==> src/rtl/uart_rx_fifo.sv <==
`default_nettype none
// ============================================================================
// Module   : uart_rx_fifo
// Brief    : UART receive byte FIFO (first-word-fall-through) with level,
//            watermark, sticky overflow and character-timeout status.
//            Optional statistics counters: define UART_RX_FIFO_STATS_EN.
// Revision : 1.0 - initial release
// ============================================================================
module uart_rx_fifo #(
    parameter int DEPTH = 16,
    parameter int AW    = 4
) (
    input  logic          clk,
    input  logic          rst_n,
    input  logic [7:0]    in_data,
    input  logic          in_valid,
    output logic          in_ready,
    output logic [7:0]    out_data,
    output logic          out_valid,
    input  logic          out_ready,
    input  logic          flush,
    input  logic [AW:0]   watermark,
    input  logic [31:0]   timeout_cycles,
    input  logic          overflow_clr,
    output logic [AW:0]   level,
    output logic          full,
    output logic          empty,
    output logic          overflow,
    output logic          irq_watermark,
    output logic          irq_timeout
`ifdef UART_RX_FIFO_STATS_EN
    ,
    output logic [15:0]   push_cnt,
    output logic [15:0]   drop_cnt
`endif
);

    localparam logic [AW:0] c_DEPTH = (AW+1)'(DEPTH);

    logic [7:0]    r_mem [DEPTH];
    logic [AW-1:0] r_wr_ptr;
    logic [AW-1:0] r_rd_ptr;
    logic [AW:0]   r_level;
    logic          r_overflow;
    logic          r_irq_wm;
    logic          r_irq_to;
    logic [31:0]   r_to_cnt;

    logic          w_full;
    logic          w_empty;
    logic          w_push;
    logic          w_pop;
    logic          w_push_acc;
    logic          w_pop_acc;
    logic          w_drop;
    logic          w_to_hit;

    // Handshake flags come only from the registered level, never from the
    // opposite side's request, so a full FIFO cannot accept a push even
    // when a pop happens in the same cycle.
    assign w_full     = (r_level == c_DEPTH);
    assign w_empty    = (r_level == '0);
    assign w_push     = in_valid & ~w_full;
    assign w_pop      = out_ready & ~w_empty;
    assign w_push_acc = w_push & ~flush;
    assign w_pop_acc  = w_pop & ~flush;
    assign w_drop     = in_valid & w_full;
    assign w_to_hit   = (timeout_cycles != 32'd0) && !w_empty &&
                        (r_to_cnt == (timeout_cycles - 32'd1));

    assign in_ready      = ~w_full;
    assign out_valid     = ~w_empty;
    assign out_data      = w_empty ? 8'h00 : r_mem[r_rd_ptr];
    assign level         = r_level;
    assign full          = w_full;
    assign empty         = w_empty;
    assign overflow      = r_overflow;
    assign irq_watermark = r_irq_wm;
    assign irq_timeout   = r_irq_to & (timeout_cycles != 32'd0);

    always_ff @(posedge clk) begin
        if (w_push_acc) begin
            r_mem[r_wr_ptr] <= in_data;
        end
    end

    always_ff @(posedge clk or negedge rst_n) begin
        if (!rst_n) begin
            r_wr_ptr <= '0;
            r_rd_ptr <= '0;
            r_level  <= '0;
        end else if (flush) begin
            r_wr_ptr <= '0;
            r_rd_ptr <= '0;
            r_level  <= '0;
        end else begin
            if (w_push_acc) begin
                r_wr_ptr <= r_wr_ptr + 1'b1;
            end
            if (w_pop_acc) begin
                r_rd_ptr <= r_rd_ptr + 1'b1;
            end
            case ({w_push_acc, w_pop_acc})
                2'b10:   r_level <= r_level + 1'b1;
                2'b01:   r_level <= r_level - 1'b1;
                default: r_level <= r_level;
            endcase
        end
    end

    // Set beats clear so a drop in the clearing cycle is not lost.
    always_ff @(posedge clk or negedge rst_n) begin
        if (!rst_n) begin
            r_overflow <= 1'b0;
        end else if (w_drop) begin
            r_overflow <= 1'b1;
        end else if (overflow_clr) begin
            r_overflow <= 1'b0;
        end
    end

    always_ff @(posedge clk or negedge rst_n) begin
        if (!rst_n) begin
            r_irq_wm <= 1'b0;
        end else begin
            r_irq_wm <= (watermark != '0) && (r_level >= watermark);
        end
    end

    always_ff @(posedge clk or negedge rst_n) begin
        if (!rst_n) begin
            r_to_cnt <= '0;
        end else if (flush || w_push || w_pop || w_empty) begin
            r_to_cnt <= '0;
        end else if (r_to_cnt != '1) begin
            r_to_cnt <= r_to_cnt + 32'd1;
        end
    end

    // The counter passes timeout_cycles-1 only once per idle stretch, so
    // the interrupt cannot re-fire until activity has cleared the counter.
    always_ff @(posedge clk or negedge rst_n) begin
        if (!rst_n) begin
            r_irq_to <= 1'b0;
        end else if (flush || w_push || w_pop || (timeout_cycles == 32'd0)) begin
            r_irq_to <= 1'b0;
        end else if (w_to_hit) begin
            r_irq_to <= 1'b1;
        end
    end

`ifdef UART_RX_FIFO_STATS_EN
    logic [15:0] r_push_cnt;
    logic [15:0] r_drop_cnt;

    always_ff @(posedge clk or negedge rst_n) begin
        if (!rst_n) begin
            r_push_cnt <= '0;
            r_drop_cnt <= '0;
        end else begin
            if (w_push_acc) begin
                r_push_cnt <= r_push_cnt + 16'd1;
            end
            if (w_drop) begin
                r_drop_cnt <= r_drop_cnt + 16'd1;
            end
        end
    end

    assign push_cnt = r_push_cnt;
    assign drop_cnt = r_drop_cnt;
`else
    // Statistics counters are not built in this configuration.
`endif

endmodule
`default_nettype wire
==> config.mk <==
export PLATFORM = sky130hd
export DESIGN_NAME = uart_rx_fifo
export DESIGN_NICKNAME = d
export VERILOG_FILES = /design/src/rtl/uart_rx_fifo.sv
export SDC_FILE = /design/constraint.sdc
export NUM_CORES = 1
export LEC_CHECK = 0
export ABC_AREA = 1
export BUFFER_PORTS_ARGS = -buffer_cell sky130_fd_sc_hd__buf_2
export CORE_AREA = 2 2 144 174
export CTS_BUF_LIST = sky130_fd_sc_hd__clkbuf_4 sky130_fd_sc_hd__clkbuf_8 sky130_fd_sc_hd__clkbuf_16
export CTS_CLUSTER_DIAMETER = 50
export DETAILED_ROUTE_END_ITERATION = 10
export DIE_AREA = 0 0 146 176
export PLACE_DENSITY_LB_ADDON = 0.15
export SLEW_MARGIN = 15
export SYNTH_ARGS = -nofsm -noshare
export SYNTH_HDL_FRONTEND = slang
export SYNTH_SLANG_ARGS = --single-unit
==> constraint.sdc <==
create_clock -name clk -period 2.5 [get_ports clk]
set_input_delay 0.375 -clock clk [delete_from_list [all_inputs] [get_ports clk]]
set_output_delay 0.375 -clock clk [all_outputs]
set_load 0.005 [all_outputs]
# Word-level counts from Yosys, hierarchy flattened
# Memories as Yosys holds them, arrays and structs flattened.
# Index checks and enable logic that the tools add are counted.
[totals]
reg_bits = 48
ram_bits = 128
input_bits = 51
out_inout_bits = 20
elab_cells = 62
n_memories = 1
[mem_list]
columns = ["name", "words", "word_bits", "read_ports", "rd_ports_with_merged_regs", "write_ports", "line_no", "rtl"]
rows = [
  ["r_mem", 16, 8, 1, 0, 1, "40", "logic [7:0] r_mem [DEPTH];"],
]
[classes]
addsub = 6
order_cmp = 1
n_eq_ne = 5
muxes = 15
bitwise = 9
reduce_logical = 18
[op_table]
columns = ["cell", "count"]
rows = [
  ["$mux 32", 2],
  ["$add 32x1->32 const B", 1],
  ["$eq 32x32->1", 1],
  ["$logic_not 32->1", 1],
  ["$ne 32x32->1 const B", 1],
  ["$reduce_bool 32->1", 1],
  ["$sub 32x1->32 const B", 1],
  ["$mux 4", 4],
  ["$pmux 5 s2", 1],
  ["$reduce_bool 2->1", 5],
  ["$add 4x1->4 const B", 2],
  ["$mux 8", 1],
  ["$and 1x1->1", 6],
  ["$mux 1", 6],
  ["$add 5x1->5 const B", 1],
  ["$eq 5x5->1 const B", 1],
  ["$ge 5x5->1", 1],
  ["$logic_not 5->1", 1],
  ["$mux 5", 1],
  ["$reduce_bool 5->1", 1],
  ["$sub 5x1->5 const B", 1],
  ["$logic_or 1x1->1", 4],
  ["$logic_and 1x1->1", 3],
  ["$not 1->1", 3],
  ["4 further kinds", 4],
]

# Longest topological paths before layout
# Gate-level depths: netlist (run 1).
[depth]
ltp_word = 7
mapped_depth = 16
depth_no_buf = 16

# Worst setup path after synthesis (run 1)
# Ideal clock, no wire load.
[synth_timing]
path_type = "register to register"
from = "reg r_level[1] (netlist: level[1])"
to = "reg r_level[4] (netlist: level[4])"
setup_ns = 0.126
arrival_time_ns = 1.980
t_required_ns = 2.374
slack_ns = 0.394
stages_incl_launch_ff = 14
n_path_buf = 0
synth_period_minus_slack_ns = 2.106
path_cell_list = "dfrtp_1 nor2_1 nand3_2 nand2_1 nor2_1 inv_1 nor2_2 fa_1 nand2_1 nand2_1 a21oi_1 nand2_1 nand2_1 o22ai_1"
[synth_between]
elab_chain_cells = 7
elab_cells_between_ends = 15
cone_classes = "2 x add/sub; 3 x eq/ne; 2 x mux; 6 x bitwise; 2 x reduce/logical"
[synth_lines]
columns = ["element", "line_no", "rtl"]
rows = [
  ["from (decl)", "43", "logic [AW:0] r_level;"],
  ["from (signal assigned)", "104", "2'b10: r_level <= r_level + 1'b1;"],
  ["from (signal assigned)", "105", "2'b01: r_level <= r_level - 1'b1;"],
  ["from (signal assigned)", "106", "default: r_level <= r_level;"],
  ["$logic_not 5->1 *", "62", "assign w_empty = (r_level == '0);"],
  ["$not 1->1 *", "n/a", ""],
  ["net out_valid", "19", "output logic out_valid,"],
  ["$and 1x1->1 *", "64", "assign w_pop = out_ready & ~w_empty;"],
  ["$and 1x1->1 *", "66", "assign w_pop_acc = w_pop & ~flush;"],
  ["$eq 2x1->1 or $eq 2x2->1 (tied branches)", "103", "case ({w_push_acc, w_pop_acc})"],
  ["$pmux 5 s2", "103", ""],
  ["$mux 5", "92", "end else if (flush) begin"],
]
# Mark *: on every way through the listed nets, which the timed path passes. The rest lies on a longest branch.
# A chain may end at the register's enable or synchronous reset.

# Final worst setup path (run 1)
[layout_timing]
from = "reg r_rd_ptr[0]"
to = "out out_data[0]"
[layout_between]
elab_chain_cells = 2
[layout_lines]
columns = ["element", "line_no", "rtl"]
rows = [
  ["from (decl)", "42", "logic [AW-1:0] r_rd_ptr;"],
  ["from (signal assigned)", "101", "r_rd_ptr <= r_rd_ptr + 1'b1;"],
  ["$mem_v2 16x8", "n/a", ""],
  ["$mux 8", "73", "assign out_data = w_empty ? 8'h00 : r_mem[r_rd_ptr];"],
  ["to (decl)", "18", "output logic [7:0] out_data,"],
]
# Every way passes these cells.

==> results of run 1 <==
[worst max-delay path: stages (launching register included)]
cell and delay (ns):
dfrtp_2 0.46, inv_2 0.11, buf_8 0.17, o21ai_0 0.09
o22ai_1 0.22, a21oi_1 0.16, a211oi_1 0.24, buf_2 0.16
[power by group]
part	leakage, nW	internal, mW	switching, mW	total, mW
Combinational	2.32	0.827	1.45	2.28
Sequential	1.82	3.22	0.0835	3.31
Clock	0.287	1.36	1.28	2.63
Total	4.42	5.41	2.82	8.22
[layout make-up]
cell class	count	area [um^2]	area share [%]
clock inverter	14	156	1.42
multi-input combinational	749	4020	36.5
timing repair buffer	92	571	5.18
clock buffer	18	433	3.93
tap	320	400	3.64
sequential	176	5050	45.8
inverter	101	385	3.50
[final timing paths]
path,slack (ns),cells past startpoint,to,from
worst max-delay path,0.08,7,out_data[0],r_rd_ptr[0]
min in group asynchronous,0.40,2,irq_watermark,rst_n
worst min-delay path,0.14,2,overflow,overflow_clr
worst min register to register,0.53,1,r_rd_ptr[3],r_rd_ptr[3]
worst max register to register,0.26,12,level[4],level[0]
max in group asynchronous,1.43,3,r_irq_to,rst_n
[cells in the mapped netlist, types with 5 or more instances]
| master | count |
|---|---|
| a211oi_1 | 9 |
| a21oi_1 | 50 |
| clkbuf_1 | 17 |
| dfrtp_1 | 48 |
| edfxtp_1 | 128 |
| ha_1 | 16 |
| inv_1 | 94 |
| mux2i_1 | 16 |
| nand2_1 | 236 |
| nand2_2 | 5 |
| nand2_4 | 6 |
| nand3_1 | 49 |
| nand4_1 | 15 |
| nor2_1 | 146 |
| nor2_2 | 10 |
| nor2_4 | 7 |
| nor3_1 | 21 |
| nor4_1 | 10 |
| o21ai_0 | 55 |
| o21ai_1 | 10 |
| o221ai_1 | 8 |
| o22ai_1 | 17 |
| xnor2_1 | 13 |
| xor2_1 | 14 |
[routing by layer]
metal	wire [um]	global-route usage, %	up-vias	share of wire, %
met4	464	6.19	0	1.8
li1	-	-	3759	-
met2	13700	38.1	130	54
met5	0	0	-	0
met1	10600	24.7	3502	42
met3	683	3.05	31	2.7
[cell families (layout without fill, tap and decap cells)]
| family | count (synthesis) | after routing |
|---|---|---|
| flip-flops | 176 | 176 |
| buffers and inverters | 123 | 225 |
| adder cells (fa/ha/maj) | 17 | 17 |
| AND/OR/NAND/NOR | 521 | 521 |
| multiplexers | 16 | 16 |
| AO/OA/AOI/OAI | 165 | 165 |
| XOR/XNOR | 30 | 30 |
[through the flow]
| stage | TNS, ns | area, um^2 |
|---|---|---|
| global route | -0.105 | 11000 |
| detailed placement | 0 | 10300 |
| CTS | 0 | 11000 |
| global placement | 0 | 10300 |
| finish | 0 | 11000 |
| floorplan | 0 | 9510 |
[flip-flops by register name (all words and copies together) (netlist names)]
register and cells:
r_irq_to 1, r_rd_ptr 4, r_wr_ptr 4, irq_watermark 1
level 5, r_to_cnt 32, overflow 1, r_mem 128
[timing repair]
item / 4_1_cts / 5_1_grt
hold buffers: 1 / 0
endpoints found under the setup margin: 7 / 8
endpoints found under the hold margin: 17 / 0
pin swaps: 0 / 1
setup buffers: 1 / 0
resized for setup: 5 / 14
==> results.py, run 1 <==
metrics = {
    "status": {
        "outcome": "completed",
    },
    "synthesis": {
        "yosys-top-cells-area": "edfxtp_1 40%, dfrtp_1 13%, nand2_1 9.3%",
        "synth_edf_count": 128,
        "netlist_instances": 1048,
        "synth_cell_types": 49,
        "synthAdderAreaFrac_pct": 2.32,
        "yosysSeqAreaShare_pct": 53.0,
        "synthSimpleGateAreaFrac_pct": 24.8,
        "avgSynthCellArea_um2": 9.07,
        "synth-async-reset-ratio_pct": 27.3,
        "syn_nets": 1116,
        "ys.flop_type": "edfxtp_1",
        "synthXorXnorAreaFrac_pct": 3.21,
        "ys_ff_latch": 176,
        "synth_area_um2": 9510,
        "synthMuxAreaShare_pct": 1.68,
        "yosysWarnings": 0,
        "synth_top_family_by_area": "simple AND/OR/NAND/NOR gates",
        "synth_top_cell_by_area": "edfxtp_1",
        "synth_compound_area_share_pct": 9.92,
        "synth_top_area_share_pct": 40.4,
    },
    "cells_and_area": {
        "insertedDiodeCount": 0,
        "area_growth_pct": 15.8,
        "drive_above_1_share_pct": 15.9,
        "fin_util_pct": 46.1,
        "nets": 1205,
        "final_cell_mix": "236 x nand2_1, 145 x nor2_1, 128 x edfxtp_1, 91 x inv_1, 70 x buf_2",
        "fill_cells": 2374,
        "finalNonFillerCells": 1470,
        "final_common_cell": "nand2_1",
    },
    "die": {
        "coreArea_um2": 23900,
        "dieArea_um2": 25700,
        "initial_core_util_pct": 39.8,
        "rows": 62,
        "die_h_um": 176,
        "die_w_um": 146,
        "pin_count": 71,
    },
    "sta": {
        "fin_crit_sh_pct": 97.0,
        "fin_hold_ws_ns": 0.142,
        "slew_viol_final": 0,
        "slew_headroom_pct": 42.5,
        "fin_worst_skew_ns": 0.0120,
        "fmax_ghz": 0.412,
        "hold_viol": 0,
        "worst_slew_pin_slew_ns": 0.859,
        "setup_viol": 0,
        "period_needed_ns": 2.42,
        "setup_slack_ns": 0.0751,
        "rsz0062_at_grt": "yes",
    },
    "drt": {
        "drt_iter0_drc": 441,
        "num_vias": 7422,
        "avgViaCountPerCell": 5.05,
        "drc_errors": 0,
        "routedWlPerCell_um": 17.3,
        "postRouteAntennaNets": 0,
        "drt_pass1_iterations": 5,
        "drt_wl_total_mm": 25.4,
    },
    "cts": {
        "cts_made_buffers": 17,
        "cts-root-buf": "clkbuf_16",
        "cts.sinks": 176,
        "path_clk_slew_ns": 0.07,
        "cts_tree": "done",
        "htree_levels": 4,
        "cts_buffer_depth": 2,
        "clk_latency_ns": 0.43,
    },
    "placement": {
        "port_buffers": 70,
        "dp.cells": 1436,
        "dp_slack_ns": 0.248,
        "dpl.hpwl_mm": 18.9,
        "place.gp.congestion": 0.885,
    },
    "global_route": {
        "grt_usage_pct": 20.6,
        "grt_max_degree": 33,
        "grt_first_pass_wirelength_mm": 40.7,
        "antenna_found_initial": 0,
        "overflow": 0,
        "grt_pass1_vias": 7326,
    },
    "pwr": {
        "p_leak_nw": 4.42,
        "finalPower_mw": 8.22,
        "p_per_area_nw_per_um2": 747,
        "ir_drop_uv": 480,
    },
    "setup_path": {
        "crit_path_start_kind": "flip-flop",
        "worstPathArrival_ns": 2.05,
        "end_kind": "output port",
        "worstPathRequired_ns": 2.12,
        "crit_type": "reg2out",
        "path_max_fanout": 19,
    },
    "run": {
        "drv_cap": 0,
    },
    "hold_path": {
        "hold_class": "in2reg",
    },
}
Power figures use the tool's default switching activity.
==> inputs of run 2 (changes only) <==
--- a/config.mk
+++ b/config.mk
@@ -7,11 +7,14 @@
 export LEC_CHECK = 0
 export ABC_AREA = 1
 export BUFFER_PORTS_ARGS = -buffer_cell sky130_fd_sc_hd__buf_2
+export CELL_PAD_IN_SITES_DETAIL_PLACEMENT = 1
+export CELL_PAD_IN_SITES_GLOBAL_PLACEMENT = 1
 export CORE_AREA = 2 2 144 174
 export CTS_BUF_LIST = sky130_fd_sc_hd__clkbuf_4 sky130_fd_sc_hd__clkbuf_8 sky130_fd_sc_hd__clkbuf_16
 export CTS_CLUSTER_DIAMETER = 50
 export DETAILED_ROUTE_END_ITERATION = 10
 export DIE_AREA = 0 0 146 176
+export HOLD_SLACK_MARGIN = 0.06
 export PLACE_DENSITY_LB_ADDON = 0.15
 export SLEW_MARGIN = 15
 export SYNTH_ARGS = -nofsm -noshare
==> constraint.sdc (replaced) <==
create_clock -name clk -period 2.7 [get_ports clk]
set_input_delay 0.405 -clock clk [delete_from_list [all_inputs] [get_ports clk]]
set_output_delay 0.405 -clock clk [all_outputs]
set_load 0.005 [all_outputs]
==> run 2 against run 1 <==
Critical path type unchanged. Die area is the same. Cell area shrank 0.18%. Wire length grew 12%. Setup slack gained 0.11 ns. Worst hold slack gained 0.017 ns. Utilization shrank 0.084 points. Final cell count grew 0.82%. Largest power group unchanged. Count of clock-buffer cells in the layout shrank 1.
==> results.py, run 2 (synthesis gave the netlist of run 1 again) <==
metrics = {
    "status": {
        "outcome": "completed",
    },
    "drt": {
        "met1Wirelength_mm": 11.7,
        "met2_length_mm": 15.2,
        "dr_wl_met3_um": 733,
        "drt_wl_total_mm": 28.5,
        "routedWlPerCell_um": 19.2,
        "drc_errors": 0,
        "num_vias": 7674,
        "maxUsedRoutingLayer": "met4",
        "drt_iter0_drc": 410,
        "avgViaCountPerCell": 5.18,
        "postRouteAntennaNets": 0,
        "drt_pass1_iterations": 4,
    },
    "cells_and_area": {
        "finalNonFillerCells": 1482,
        "fill_cells": 2860,
        "drive_above_1_share_pct": 15.7,
        "final_common_cell": "nand2_1",
        "top_register": "r_mem",
        "multi_input_area_um2": 3990,
        "area_growth_pct": 15.6,
        "largest_reg_flops": 128,
        "fin_util_pct": 46.0,
        "nets": 1217,
        "regArea_um2": 5050,
        "final_cell_mix": "235 x nand2_1, 146 x nor2_1, 128 x edfxtp_1, 92 x inv_1, 70 x buf_2",
        "insertedDiodeCount": 0,
    },
    "cts": {
        "clk_latency_ns": 0.43,
        "cts.sinks": 176,
        "path_clk_slew_ns": 0.06,
        "cts_buffer_depth": 2,
        "cts-root-buf": "clkbuf_16",
        "cts_tree": "done",
        "cts_made_buffers": 17,
        "htree_levels": 4,
    },
    "sta": {
        "period_needed_ns": 2.52,
        "fmax_ghz": 0.397,
        "fin_tns_setup_ns": 0,
        "rsz0062_at_grt": "no",
        "fin_crit_sh_pct": 93.3,
        "hold_viol": 0,
        "slew_viol_final": 0,
        "setup_viol": 0,
        "worst_slew_pin_slew_ns": 0.843,
        "fin_worst_skew_ns": 0.00739,
        "slew_headroom_pct": 43.6,
    },
    "die": {
        "coreArea_um2": 23900,
        "pin_count": 71,
        "initial_core_util_pct": 39.8,
        "rows": 62,
        "dieArea_um2": 25700,
        "die_w_um": 146,
        "die_h_um": 176,
    },
    "setup_path": {
        "worstPathArrival_ns": 2.11,
        "end_kind": "output port",
        "ff2ff_path_depth": 10,
        "crit_path_start_kind": "flip-flop",
        "crit_start": "r_rd_ptr[1]",
        "worstPathRequired_ns": 2.30,
        "path_max_fanout": 14,
        "rr_startpoint": "level[1]",
        "r2r_end": "level[3]",
        "crit_type": "reg2out",
        "timing.reg2reg.setup_slack_ns": 0.38,
    },
    "run": {
        "drv_cap": 0,
    },
    "global_route": {
        "grt_usage_pct": 23.1,
        "grt_max_degree": 41,
        "grt_first_pass_wirelength_mm": 45.7,
        "grt_pass1_vias": 8192,
        "overflow": 0,
        "antenna_found_initial": 0,
    },
    "hold_path": {
        "hold_class": "in2reg",
        "whs_path_depth": 2,
        "hold-path-endpoint": "overflow",
        "worstHoldStart": "overflow_clr",
    },
    "placement": {
        "place.gp.congestion": 0.851,
        "port_buffers": 70,
        "dpl.hpwl_mm": 21.7,
        "dp.cells": 1447,
    },
    "pwr": {
        "ir_drop_uv": 398,
        "p_leak_nw": 4.43,
        "p_per_area_nw_per_um2": 669,
    },
}
==> run 2: cell count changes in the layout (fill, tap and decap cells not counted), sizes merged <==
cell,previous run,this run
clkinvlp,2,5
inv,106,102
clkinv,7,9
clkbuf,18,17
buf,91,103
==> run 2: power breakdown <==
part | total, mW | internal, mW | switching [mW]
Combinational | 2.02 | 0.709 | 1.31
Sequential | 3.08 | 2.99 | 0.0909
Clock | 2.26 | 1.18 | 1.08
Total | 7.35 | 4.88 | 2.47
==> run 2: worst max path at each step <==
| stage | endpoint | cells past startpoint |
|---|---|---|
| floorplan | level[4] | 13 |
| finish | out_data[7] | 6 |
| CTS | out_data[0] | 6 |
| detailed placement | r_irq_to | 15 |
| global route | out_data[3] | 6 |
| global placement | r_irq_to | 15 |
==> run 2: final cells by class <==
class,instances,area share (%)
clock buffer,17,3.87
clock inverter,15,1.00
tap,320,3.64
multi-input combinational,749,36.3
timing repair buffer,104,5.83
inverter,101,3.49
sequential,176,45.9
==> run 2: metal layers <==
metal	track usage [%]	up-vias
li1	-	3779
met1	27.2	3738
met2	42.5	116
met3	3.13	41
met4	9.06	0
met5	0	-
==> run 2: worst max-delay path: stages, from the launching register on <==
cell and delay, ns:
dfrtp_1 0.52, buf_4 0.27, o21ai_0 0.14, o22ai_1 0.23
a21oi_1 0.12, a211oi_1 0.24, buf_2 0.17
==> run 2: per-stage QoR <==
stage | total power, mW | setup slack [ns] | hold WS, ns | instance area [um^2]
2_1_floorplan | 4.31 | 0.594 | 0.109 | 9510
3_3_place_gp | 5.11 | 0.338 | 0.308 | 10400
3_5_place_dp | 5.15 | 0.312 | 0.308 | 10400
4_1_cts | 7.42 | 0.0148 | 0.142 | 11000
5_1_grt | 7.76 | 0.0407 | 0.156 | 11000
6_report | 7.35 | 0.181 | 0.159 | 11000
==> run 2: repair_timing <==
action | in CTS | in global routing
setup buffers | 0 | 2
hold buffers | 1 | 0
endpoints found under the setup margin | 5 | 4
gates resized for setup | 1 | 4
endpoints found under the hold margin | 10 | 0
